[config.mk]
export PLATFORM = sky130hd
export DESIGN_NAME = pack_input_arbiter_flat
export DESIGN_NICKNAME = d
export VERILOG_FILES = /design/src/rtl/pack_input_arbiter_if.sv /design/src/rtl/pack_input_arbiter.sv /design/src/flat_wrapper.sv
export SDC_FILE = /design/constraint.sdc
export NUM_CORES = 1
export LEC_CHECK = 0
export CAP_MARGIN = 20
export CELL_PAD_IN_SITES_DETAIL_PLACEMENT = 1
export CELL_PAD_IN_SITES_GLOBAL_PLACEMENT = 2
export CORE_MARGIN = 1
export CORE_UTILIZATION = 24
export CTS_CLUSTER_DIAMETER = 200
export DETAILED_ROUTE_END_ITERATION = 10
export GPL_ROUTABILITY_DRIVEN = 0
export PLACE_DENSITY = 0.92
export SLEW_MARGIN = 20
export SYNTH_ARGS = -nofsm -noshare
export SYNTH_HDL_FRONTEND = slang
export SYNTH_SLANG_ARGS = --single-unit
[constraint.sdc]
create_clock -name i_clk -period 4.5 [get_ports i_clk]
set_input_delay 0.9 -clock i_clk [delete_from_list [all_inputs] [get_ports i_clk]]
set_output_delay 0.9 -clock i_clk [all_outputs]
set_load 0.01 [all_outputs]
[src/rtl/pack_input_arbiter_if.sv]
// Byte-stream bundle between NUM_SRC requesters, the packet arbiter and the packetizer input.
// The slave modport is the arbiter's view; the master modport drives sources and downstream ready.
interface pack_input_arbiter_if #(
  parameter int unsigned NUM_SRC        = 2,
  parameter int unsigned SIZE_INPUT_BIT = 8
);
  logic [NUM_SRC*SIZE_INPUT_BIT-1:0] i_data;
  logic [NUM_SRC-1:0]                i_valid;
  logic [NUM_SRC-1:0]                o_ready;
  logic [SIZE_INPUT_BIT-1:0]         o_data;
  logic                              o_valid;
  logic                              i_ready;
  logic [NUM_SRC-1:0]                o_grant;
  logic                              o_pkt_done;
  logic                              o_padded;

  modport slave (
    input  i_data, i_valid, i_ready,
    output o_ready, o_data, o_valid, o_grant, o_pkt_done, o_padded
  );

  modport master (
    output i_data, i_valid, i_ready,
    input  o_ready, o_data, o_valid, o_grant, o_pkt_done, o_padded
  );
endinterface

[src/rtl/pack_input_arbiter.sv]
// Packet-granular round-robin arbiter: a winning source owns the packetizer input for one full payload.
// Define PACK_ARB_TIMEOUT_PAD_EN to time out a stalled owner and fill its payload with PAD_BYTE.
module pack_input_arbiter #(
  parameter int unsigned              NUM_SRC        = 2,
  parameter int unsigned              SIZE_INPUT_BIT = 8,
  parameter int unsigned              PAYLOAD_BYTES  = 243,
  parameter int unsigned              TIMEOUT_CYCLES = 1024,
  parameter logic [SIZE_INPUT_BIT-1:0] PAD_BYTE      = '0
) (
  input logic                  i_clk,
  input logic                  i_reset,
  pack_input_arbiter_if.slave  bus
);

  localparam int unsigned SRC_W  = (NUM_SRC > 1) ? $clog2(NUM_SRC) : 1;
  localparam int unsigned CAND_W = SRC_W + 1;
  localparam int unsigned CNT_W  = (PAYLOAD_BYTES > 1) ? $clog2(PAYLOAD_BYTES) : 1;

`ifdef PACK_ARB_TIMEOUT_PAD_EN
  localparam int unsigned TMO_W = $clog2(TIMEOUT_CYCLES + 1);
  typedef enum logic [1:0] {S_IDLE, S_STREAM, S_PAD} state_t;
`else
  typedef enum logic [1:0] {S_IDLE, S_STREAM} state_t;
`endif

  state_t                    state_q, state_d;
  logic [NUM_SRC-1:0]        grant_q, grant_d;
  logic [SRC_W-1:0]          owner_q, owner_d;
  logic [SRC_W-1:0]          ptr_q, ptr_d;
  logic [CNT_W-1:0]          cnt_q, cnt_d;
  logic                      done_q, done_d;
`ifdef PACK_ARB_TIMEOUT_PAD_EN
  logic [TMO_W-1:0]          tmo_q, tmo_d;
  logic                      padded_q, padded_d;
`endif

  logic [SIZE_INPUT_BIT-1:0] data_c;
  logic                      valid_c;
  logic [NUM_SRC-1:0]        ready_c;
  logic                      xfer_c;
  logic                      last_c;
  logic [SIZE_INPUT_BIT-1:0] owner_byte;
  logic                      owner_valid;
  logic                      found;
  logic [SRC_W-1:0]          win;
  logic [CAND_W-1:0]         cand;

  // State register with synchronous active-low reset
  always_ff @(posedge i_clk) begin
    if (!i_reset) begin
      state_q  <= S_IDLE;
      grant_q  <= '0;
      owner_q  <= '0;
      ptr_q    <= '0;
      cnt_q    <= '0;
      done_q   <= 1'b0;
`ifdef PACK_ARB_TIMEOUT_PAD_EN
      tmo_q    <= '0;
      padded_q <= 1'b0;
`endif
    end else begin
      state_q  <= state_d;
      grant_q  <= grant_d;
      owner_q  <= owner_d;
      ptr_q    <= ptr_d;
      cnt_q    <= cnt_d;
      done_q   <= done_d;
`ifdef PACK_ARB_TIMEOUT_PAD_EN
      tmo_q    <= tmo_d;
      padded_q <= padded_d;
`endif
    end
  end

  // Next-state, arbitration and combinational data path
  always_comb begin
    state_d     = state_q;
    grant_d     = grant_q;
    owner_d     = owner_q;
    ptr_d       = ptr_q;
    cnt_d       = cnt_q;
    done_d      = 1'b0;
`ifdef PACK_ARB_TIMEOUT_PAD_EN
    tmo_d       = tmo_q;
    padded_d    = 1'b0;
`endif
    data_c      = '0;
    valid_c     = 1'b0;
    ready_c     = '0;
    found       = 1'b0;
    win         = '0;
    cand        = '0;
    owner_byte  = '0;
    owner_valid = 1'b0;

    for (int unsigned k = 0; k < NUM_SRC; k++) begin
      if (owner_q == SRC_W'(k)) begin
        owner_byte  = bus.i_data[k*SIZE_INPUT_BIT +: SIZE_INPUT_BIT];
        owner_valid = bus.i_valid[k];
      end
    end
    last_c = (cnt_q == CNT_W'(PAYLOAD_BYTES - 1));

    case (state_q)
      S_IDLE: begin
        // First requester at or after ptr, wrapping
        for (int unsigned i = 0; i < NUM_SRC; i++) begin
          cand = {1'b0, ptr_q} + CAND_W'(i);
          if (cand >= CAND_W'(NUM_SRC)) cand = cand - CAND_W'(NUM_SRC);
          for (int unsigned k = 0; k < NUM_SRC; k++) begin
            if (!found && bus.i_valid[k] && (cand == CAND_W'(k))) begin
              found = 1'b1;
              win   = SRC_W'(k);
            end
          end
        end
        if (found) begin
          state_d = S_STREAM;
          grant_d = NUM_SRC'(1) << win;
          owner_d = win;
          cnt_d   = '0;
`ifdef PACK_ARB_TIMEOUT_PAD_EN
          tmo_d   = '0;
`endif
        end
      end
      S_STREAM: begin
        data_c  = owner_byte;
        valid_c = owner_valid;
        for (int unsigned k = 0; k < NUM_SRC; k++) begin
          ready_c[k] = (owner_q == SRC_W'(k)) && bus.i_ready;
        end
`ifdef PACK_ARB_TIMEOUT_PAD_EN
        // Only cycles the downstream could have accepted count as owner idle time
        if (bus.i_ready && !owner_valid) begin
          tmo_d = tmo_q + TMO_W'(1);
          if (tmo_d == TMO_W'(TIMEOUT_CYCLES)) state_d = S_PAD;
        end else if (owner_valid && bus.i_ready) begin
          tmo_d = '0;
        end
`endif
      end
`ifdef PACK_ARB_TIMEOUT_PAD_EN
      S_PAD: begin
        data_c  = PAD_BYTE;
        valid_c = 1'b1;
      end
`endif
      default: state_d = S_IDLE;
    endcase

    xfer_c = valid_c && bus.i_ready;
    if (xfer_c) begin
      if (last_c) begin
        state_d = S_IDLE;
        grant_d = '0;
        done_d  = 1'b1;
        ptr_d   = (owner_q == SRC_W'(NUM_SRC - 1)) ? '0 : owner_q + SRC_W'(1);
`ifdef PACK_ARB_TIMEOUT_PAD_EN
        padded_d = (state_q == S_PAD);
`endif
      end else begin
        cnt_d = cnt_q + CNT_W'(1);
      end
    end
  end

  assign bus.o_data     = data_c;
  assign bus.o_valid    = valid_c;
  assign bus.o_ready    = ready_c;
  assign bus.o_grant    = grant_q;
  assign bus.o_pkt_done = done_q;
`ifdef PACK_ARB_TIMEOUT_PAD_EN
  assign bus.o_padded   = padded_q;
`else
  assign bus.o_padded   = 1'b0;
`endif

endmodule

[src/flat_wrapper.sv]
// flat-port wrapper written by rule: the top's interface ports become plain ports
module pack_input_arbiter_flat 
#(
  parameter int unsigned              NUM_SRC        = 2,
  parameter int unsigned              SIZE_INPUT_BIT = 8,
  parameter int unsigned              PAYLOAD_BYTES  = 243,
  parameter int unsigned              TIMEOUT_CYCLES = 1024,
  parameter logic [SIZE_INPUT_BIT-1:0] PAD_BYTE      = '0
)
  (i_clk, i_reset, bus_i_data, bus_i_valid, bus_i_ready, bus_o_ready, bus_o_data, bus_o_valid, bus_o_grant, bus_o_pkt_done, bus_o_padded);
  pack_input_arbiter_if #(.NUM_SRC(NUM_SRC), .SIZE_INPUT_BIT(SIZE_INPUT_BIT)) bus_i ();
  input logic i_clk;
  input logic i_reset;
  input wire logic [$bits(bus_i.i_data)-1:0] bus_i_data;
  input wire logic [$bits(bus_i.i_valid)-1:0] bus_i_valid;
  input wire logic [$bits(bus_i.i_ready)-1:0] bus_i_ready;
  output wire logic [$bits(bus_i.o_ready)-1:0] bus_o_ready;
  output wire logic [$bits(bus_i.o_data)-1:0] bus_o_data;
  output wire logic [$bits(bus_i.o_valid)-1:0] bus_o_valid;
  output wire logic [$bits(bus_i.o_grant)-1:0] bus_o_grant;
  output wire logic [$bits(bus_i.o_pkt_done)-1:0] bus_o_pkt_done;
  output wire logic [$bits(bus_i.o_padded)-1:0] bus_o_padded;
  assign bus_i.i_data = bus_i_data;
  assign bus_i.i_valid = bus_i_valid;
  assign bus_i.i_ready = bus_i_ready;
  assign bus_o_ready = bus_i.o_ready;
  assign bus_o_data = bus_i.o_data;
  assign bus_o_valid = bus_i.o_valid;
  assign bus_o_grant = bus_i.o_grant;
  assign bus_o_pkt_done = bus_i.o_pkt_done;
  assign bus_o_padded = bus_i.o_padded;
  pack_input_arbiter #(.NUM_SRC(NUM_SRC), .SIZE_INPUT_BIT(SIZE_INPUT_BIT), .PAYLOAD_BYTES(PAYLOAD_BYTES), .TIMEOUT_CYCLES(TIMEOUT_CYCLES), .PAD_BYTE(PAD_BYTE)) u_core (.i_clk(i_clk), .i_reset(i_reset), .bus(bus_i));
endmodule
==> reports/metrics.cfg, run 1 <==
[detailed_routing]
routed_wl_um = 2748
drc_errors = 0
firstDrtPassIters = 4
vias_per_cell = 4.849
ant_nets = 0
detail_route.wl_per_cell_um = 14.77
dr_total_vias = 902
drtIter0Drc = 14

[clock_tree]
clk_path_buf_depth = 2
post_cts_buffers = 0
cts_resized = 0
cts_tree = yes
clk_latency_ns = 0.28
numCtsBuffers = 3
clkSinkCount = 15
clk_pin_slew_ns = 0.09
cts_max_level = 1
root_buffer = clkbuf_4
cts.hold.buffers_added = 0

[sta]
drv_slew = 0
setup_violations = 0
fin_setup_tns_ns = 0
finalWorstSetupSlack_ns = 1.299
skew_ns = 0.009315
min_period_over_period_pct = 71.13
hold_violations = 0
max_clock_freq_mhz = 312.4
worstMarginPinSlew_ns = 0.6843
fin_crit_ns = 3.201
rsz0062_at_grt = no
relSlewSlack_pct = 54.32
holdWs_ns = 0.4602

[synth]
yosys.area_share.adder_pct = 2.907
synth_top_area_cell = dfxtp_1
synth.most_common_cell = nor2_1
synth_cell_types = 35
yosysSeqAreaShare_pct = 34.88
synth_area_per_cell_sq_um = 8.121
synthMuxAreaShare_pct = 11.63
async_reset_ff_share_pct = 0
ys.flop_type = dfxtp_1
syn_area_sq_um = 860.8
synthXorXnorAreaFrac_pct = 2.035
synth_top_family_by_area = simple AND/OR/NAND/NOR gates
synth-warning-count = 0
synth_edf_count = 0
synthTopCellsByCount = nor2_1, dfxtp_1, mux2i_1
synth_top_area_share_pct = 34.88
ys_seq_elements = 15
yosys.area_share.simple_pct = 29.07
synth_cells = 106
synthTopCellsByArea = dfxtp_1, mux2i_1, nor2_1, nand2_1, ha_1
synth_compound_area_share_pct = 14.97

[floorplan]
die_w_um = 61.89
io_pins = 36
rows = 21
core_sq_um = 3390
initial_utilization_pct = 25.40
die_area_sq_um = 3830
die_y_um = 61.89

[worst_setup_path]
worst-setup-path-type = in -> out
critPathMaxFanout = 5
cp_data_arrival_time_ns = 2.30
worstPathRequired_ns = 3.60
cp-start-kind = primary input
cp-end-kind = output port

[global_routing]
grt_pass1_wl_um = 4188
globalRouteTotalUtil_pct = 15.25
antenna_found_initial = 0
overflow = 0
first_global_vias = 901
grt_max_degree = 14

[place]
io_buffers = 34
pre_cts_slack_ns = 1.290
place_area_sq_um = 1239
dp_hpwl_um = 2198

[final_layout]
area_delta_synth_final_pct = 47.67
drive_gt1_share_pct = 4.286
final_net_count = 164
finalInstanceArea_sq_um = 1271
num_antenna_cells = 0

[power_and_ir_drop]
p_leak_nw = 0.4031
irDropWorstVdd_mv = 0.1435
power_density_nw_per_um2 = 207.5

[run_status]
status = finished, final reports clean

[worst_hold_path]
hold_class = reg -> reg

[run]
max-cap-violations = 0

cell type report:
class | count | area (sq um)
multi-input cells | 84 | 535.5
fillers | 402 | 2118
flip-flops and latches | 15 | 300.3
repair buffers | 34 | 340.3
clock buffers | 4 | 26.28
well taps | 46 | 57.56
inverters | 3 | 11.26
per-layer routing:
layer	global-route usage [%]	wire length, um
met1	17.96	1107
met2	27.65	1517
met3	2.484	75
met4	5.714	48
met5	0	0
placed cells by master, fill, tap and decap left out:
cell type and instances:
clkbuf_1 1, or4_1 3, dfxtp_1 15, a21boi_0 2, and3_1 1, nor4_1 1
inv_1 3, or2_1 1, or3_1 2, o21a_1 1, ha_1 2, nor3_1 3
and4_1 1, o311ai_0 1, nor2b_1 1, clkdlybuf4s50_1 34, a21oi_1 3, conb_1 2
o2111ai_1 1, o21ai_0 4, nand3_1 5, nand2_1 8, mux2i_1 10, o221a_2 1
nand3b_1 1, o211ai_1 2, nand4_1 1, a21boi_1 3, xnor2_1 2, o21ai_1 1
nand2b_1 3, nor2_1 16, nor4_2 2, clkbuf_4 3
sequential cells by signal (all words and copies together) (netlist names):
signal,count
u_core.bus.o_grant,2
u_core.bus.o_pkt_done,1
u_core.cnt_q,8
u_core.owner_q,1
u_core.ptr_q,1
u_core.state_q,2
path summary, 6_finish.rpt:
path | from | end | slack (ns) | cells past startpoint
hold reg to reg | u_core.bus.o_grant[1]$_SDFF_PN0_ | u_core.bus.o_grant[1]$_SDFF_PN0_ | 0.46 | 2
setup / recovery | bus_i_valid[0] | bus_o_valid | 1.30 | 4
setup reg to reg | u_core.owner_q$_SDFFE_PN0P_ | u_core.cnt_q[7]$_SDFF_PN0_ | 2.28 | 4
hold / removal | u_core.bus.o_grant[1]$_SDFF_PN0_ | u_core.bus.o_grant[1]$_SDFF_PN0_ | 0.46 | 2
through the flow:
| stage | power (mW) | util [%] | instances |
|---|---|---|---|
| final | 0.2638 | 37.50 | 186 |
| after global routing | 0.2790 | 37.50 | 186 |
| after CTS | 0.2664 | 37.32 | 186 |
| after detailed placement | 0.1891 | 36.54 | 182 |
| after global placement | 0.1867 | 36.54 | 182 |
| after floorplan | 0.1605 | - | 107 |
power breakdown:
part	internal (mW)	switching (mW)
registers	0.135	0.00416
logic	0.0281	0.0178
clock network	0.0344	0.0440
logic make-up (layout without fill, tap and decap cells):
| group | Yosys count | after routing |
|---|---|---|
| simple gates | 49 | 49 |
| compound gates | 19 | 19 |
| flops | 15 | 15 |
| mux | 10 | 10 |
| buf+inv | 8 | 41 |
| fa+ha+maj | 2 | 2 |
| xor+xnor | 2 | 2 |
| other cells | 1 | 2 |
worst max-delay path, cell delays in order:
cell and delay [ns]:
clkdlybuf4s50_1 0.55, mux2i_1 0.17, nor2_1 0.14, clkdlybuf4s50_1 0.55
Note: power is estimated with default switching activity, not from simulation.
==> run 2: changes to the inputs <==
- CORE_UTILIZATION: 24 -> 22
- PLACE_DENSITY: 0.92 -> 0.86
- clock period: 4.5 -> 3.2 ns (I/O delays scaled with it)
==> run 2 against run 1 <==
Against the previous run:
- total power is 59% higher
- cell area increased by 1.9%
- hold slack gained 0.016 ns
- clock skew fell by 0.0042 ns
- sequential share of layout area is 0.43 points lower
- combinational power grew 45%
- core utilization decreased by 2.7 points
- global-route usage down 2.0 points
- highest routed layer unchanged
==> reports/metrics.cfg, run 2 (synthesis results as in run 1) <==
[worst_hold_path]
hold_class = reg -> reg
whs_endpoint = u_core.bus.o_grant[1]$_SDFF_PN0_
worstHoldPathCells = 2
min_from = u_core.bus.o_grant[1]$_SDFF_PN0_

[detailed_routing]
detail_route.wl_per_cell_um = 13.61
drtIter0Drc = 22
ant_nets = 0
vias_per_cell = 4.767
drc_errors = 0
dr_total_vias = 901
firstDrtPassIters = 4
routed_wl_um = 2572

[power_and_ir_drop]
p_leak_nw = 0.4188
finalPower_mw = 0.4192
power_density_nw_per_um2 = 323.7
irDropWorstVdd_mv = 0.1248

[clock_tree]
clk_latency_ns = 0.25
cts_max_level = 1
cts_resized = 0
numCtsBuffers = 3
clk_path_buf_depth = 2
cts_tree = yes
root_buffer = clkbuf_8
clk_pin_slew_ns = 0.07
post_cts_buffers = 0
cts.hold.buffers_added = 0
clkSinkCount = 15

[floorplan]
die_w_um = 64.55
core_sq_um = 3716
die_area_sq_um = 4167
rows = 22
initial_utilization_pct = 23.16
die_y_um = 64.55
io_pins = 36

[worst_setup_path]
r2r_start = u_core.cnt_q[1]$_SDFF_PN0_
cp-start-kind = primary input
r2r_slack_ns = 1.23
reg2regPathDepth = 5
worstPathRequired_ns = 2.56
cp_data_arrival_time_ns = 2.06
worst-setup-path-type = in -> out
critPathMaxFanout = 5
r2r-end = u_core.cnt_q[7]$_SDFF_PN0_
cp-end-kind = output port

[final_layout]
post-route-util_pct = 34.85
fill_cells = 453
fin_cells = 189
num_antenna_cells = 0
regArea_sq_um = 300.3
most-common-layout-cells = clkdlybuf4s50_1, nor2_1, dfxtp_1
largest_reg_flops = 8
multiInputGateArea_sq_um = 529.3
finalInstanceArea_sq_um = 1295
area_delta_synth_final_pct = 50.44
largest-register = u_core.cnt_q
final_net_count = 165
drive_gt1_share_pct = 4.965
layout_commonest_cell = clkdlybuf4s50_1

[global_routing]
antenna_found_initial = 0
globalRouteTotalUtil_pct = 13.21
grt_max_degree = 13
grt_pass1_wl_um = 4284
first_global_vias = 927
overflow = 0

[sta]
setup_violations = 0
holdWs_ns = 0.4766
rsz0062_at_grt = no
drv_slew = 0
worstMarginPinSlew_ns = 1.016
fin_setup_tns_ns = 0
max_clock_freq_mhz = 370.5
finalWorstSetupSlack_ns = 0.5013
relSlewSlack_pct = 31.63
skew_ns = 0.005109
hold_violations = 0
min_period_over_period_pct = 84.33
fin_crit_ns = 2.699

[place]
place_area_sq_um = 1249
pre_cts_slack_ns = 0.5052
place_inst = 185
io_buffers = 34
dp_hpwl_um = 2023

[run]
max-cap-violations = 0

[run_status]
status = finished, final reports clean

## run 2: metal layers
metal  wire [um]  part of all wire, %  track usage (%)  vias to the layer above
li1            -                    -                -                      451
met1        1196                   47            16.77                      429
met2        1250                   49            21.71                       16
met3          70                  2.7            1.761                        5
met4          55                  2.1            6.667                        0
met5           0                    0                0                        -
## run 2: final cells by class
cell class	count	share of cell area, %
clock buffer	3	3.188
clock inverter	1	0.3865
inverter	3	0.8696
multi-input combinational	84	40.87
sequential	15	23.19
tap	48	4.638
timing repair buffer	35	26.86
## run 2: where the power goes
group	internal, mW	total [mW]	switching (mW)
logic	0.0401	0.0669	0.0268
clock network	0.0864	0.158	0.0713
registers	0.190	0.195	0.00411
total	0.317	0.419	0.102
## run 2: worst max path at each step
stage                               end  slack, ns  depth (start not counted)                   startpoint
after floorplan           bus_o_data[0]       1.47                          3  u_core.owner_q$_SDFFE_PN0P_
after global placement      bus_o_valid       0.54                          4               bus_i_valid[0]
after detailed placement    bus_o_valid       0.51                          4               bus_i_valid[0]
after CTS                   bus_o_valid       0.50                          4               bus_i_valid[0]
after global routing        bus_o_valid       0.41                          4               bus_i_valid[0]
final                       bus_o_valid       0.50                          4               bus_i_valid[1]
## run 2: worst max-delay path, cell delays in order
cell and delay (ns):
clkdlybuf4s50_1 0.47, mux2i_1 0.37, nor2_1 0.09, clkdlybuf4s50_1 0.49
==> run 3: changes to the inputs <==
- clock period: 3.2 -> 2.7 ns (I/O delays scaled with it)
==> run 3 against run 2 <==
Against the previous run:
- clock-buffer cell count unchanged
- cell area up 0.58%
- highest routed layer unchanged
- critical path type unchanged
- cell count grew 0.53%
- clock skew decreased by 0.0010 ns
==> reports/metrics.cfg, run 3 (synthesis results as in run 1) <==
[sta]
fin_setup_tns_ns = 0
worstMarginPinSlew_ns = 0.5414
drv_slew = 0
min_period_over_period_pct = 91.63
relSlewSlack_pct = 63.66
setup_violations = 0
holdWs_ns = 0.4795
rsz0062_at_grt = no
max_clock_freq_mhz = 404.2
hold_violations = 0
fin_crit_ns = 2.474
skew_ns = 0.004087

[clock_tree]
clk_latency_ns = 0.25
root_buffer = clkbuf_8
cts.hold.buffers_added = 0
clk_pin_slew_ns = 0.07
cts_max_level = 1
cts_tree = yes
clkSinkCount = 15
post_cts_buffers = 0
cts_resized = 0
numCtsBuffers = 3
clk_path_buf_depth = 2

[global_routing]
first_global_vias = 885
grt_max_degree = 13
antenna_found_initial = 0
overflow = 0
grt_pass1_wl_um = 4036
globalRouteTotalUtil_pct = 12.51

[worst_setup_path]
r2r_slack_ns = 0.88
cpMostUsedCell = clkdlybuf4s50_1
cp_data_arrival_time_ns = 1.93
worst-setup-path-type = in -> out
cp_slowest_cell = clkdlybuf4s50_1
r2r-end = u_core.state_q[0]$_SDFF_PN0_
worstPathRequired_ns = 2.16
cp_cell_sequence = clkdlybuf4s50_1, mux2i_1, nor2_1, clkdlybuf4s50_1
path_delay_family = buffers and inverters
cp-end-kind = output port
r2r_start = u_core.owner_q$_SDFFE_PN0P_
cpPeakStageDelay_ns = 0.55
reg2regPathDepth = 4
cp_num_buf_inv = 2
critPathMaxFanout = 5
cp-start-kind = primary input

[worst_hold_path]
hold_class = reg -> reg
whs_endpoint = u_core.bus.o_grant[1]$_SDFF_PN0_
min_from = u_core.bus.o_grant[1]$_SDFF_PN0_
worstHoldPathCells = 2

[final_layout]
finalInstanceArea_sq_um = 1303
drive_gt1_share_pct = 5.634
most-common-layout-cells = clkdlybuf4s50_1, nor2_1, dfxtp_1
largest-register = u_core.cnt_q
fill_cells = 440
num_antenna_cells = 0
layout_commonest_cell = clkdlybuf4s50_1
final_net_count = 166
area_delta_synth_final_pct = 51.31
largest_reg_flops = 8

[power_and_ir_drop]
power.internal_mw = 0.3757
irDropWorstVdd_mv = 0.1815
finalPower_mw = 0.4979
seqPwrFrac_pct = 46.3
combPwrFrac_pct = 16.0
p_leak_nw = 0.4242
power_density_nw_per_um2 = 382.3
switchingPower_mw = 0.1222
switching_share_pct = 24.54
p_clk_share_pct = 37.7

[detailed_routing]
routed_wl_um = 2535
drtIter0Drc = 9
dr_total_vias = 901
detail_route.wl_per_cell_um = 13.34
ant_nets = 0
vias_per_cell = 4.742
firstDrtPassIters = 4
drc_errors = 0

[floorplan]
die_y_um = 64.55
core_sq_um = 3716
die_w_um = 64.55
io_pins = 36
initial_utilization_pct = 23.16
rows = 22
die_area_sq_um = 4167

[place]
dp_hpwl_um = 1958
place_area_sq_um = 1256
io_buffers = 34

[run_status]
status = finished, final reports clean

[run]
max-cap-violations = 0

-- run 3: changes by cell type in the layout (fill, tap and decap cells not counted) --
cell / before / now
buf_4: 1 / 2
-- run 3: worst max-delay path by stage --
stage,startpoint,to,slack [ns],depth (start not counted)
floorplan,u_core.owner_q$_SDFFE_PN0P_,bus_o_data[0],1.07,3
global placement,bus_i_valid[0],bus_o_valid,0.24,4
detailed placement,bus_i_valid[0],bus_o_valid,0.22,4
CTS,bus_i_valid[0],bus_o_valid,0.22,4
global route,bus_i_valid[0],bus_o_valid,0.15,4
finish,bus_i_valid[0],bus_o_valid,0.23,4
-- run 3: cell type report --
type,instances,area [sq um],area share [%]
Multi-Input combinational cell,84,529.3,40.63
Timing Repair Buffer,36,355.3,27.28
Sequential cell,15,300.3,23.05
Tap cell,48,60.06,4.611
Clock buffer,3,41.29,3.170
Inverter,3,11.26,0.8646
Clock inverter,1,5.005,0.3842
-- run 3: per-stage QoR --
| step | std cells | setup WS, ns | utilization, % |
|---|---|---|---|
| 3_5_place_dp | 186 | 0.2208 | 33.80 |
| 2_1_floorplan | 107 | 1.075 | - |
| 3_3_place_gp | 186 | 0.2438 | 33.80 |
| 6_report | 190 | 0.2261 | 35.05 |
| 4_1_cts | 190 | 0.2183 | 35.05 |
| 5_1_grt | 190 | 0.1546 | 35.05 |
-- run 3: layer usage --
layer  GRT usage (%)  routed length, um
met3           1.761                 56
met2           20.53               1198
met4           6.389                 46
met1           15.83               1234
met5               0                  0
-- run 3: power by group through the flow --
| stage | combinational [mW] | clock, mW | sequential [mW] |
|---|---|---|---|
| CTS | 0.0806 | 0.195 | 0.230 |
| detailed placement | 0.0800 | 0 | 0.235 |
| global placement | 0.0775 | 0 | 0.235 |
| floorplan | 0.0326 | 0 | 0.235 |
| finish | 0.0799 | 0.188 | 0.230 |
| global route | 0.0871 | 0.204 | 0.231 |
-- run 3: worst register-to-register path, cell delays in order (launching register included) --
cell	delay [ns]
dfxtp_1	0.44
mux2i_1	0.39
or2_1	0.41
o21ai_0	0.27
nor3_1	0.24
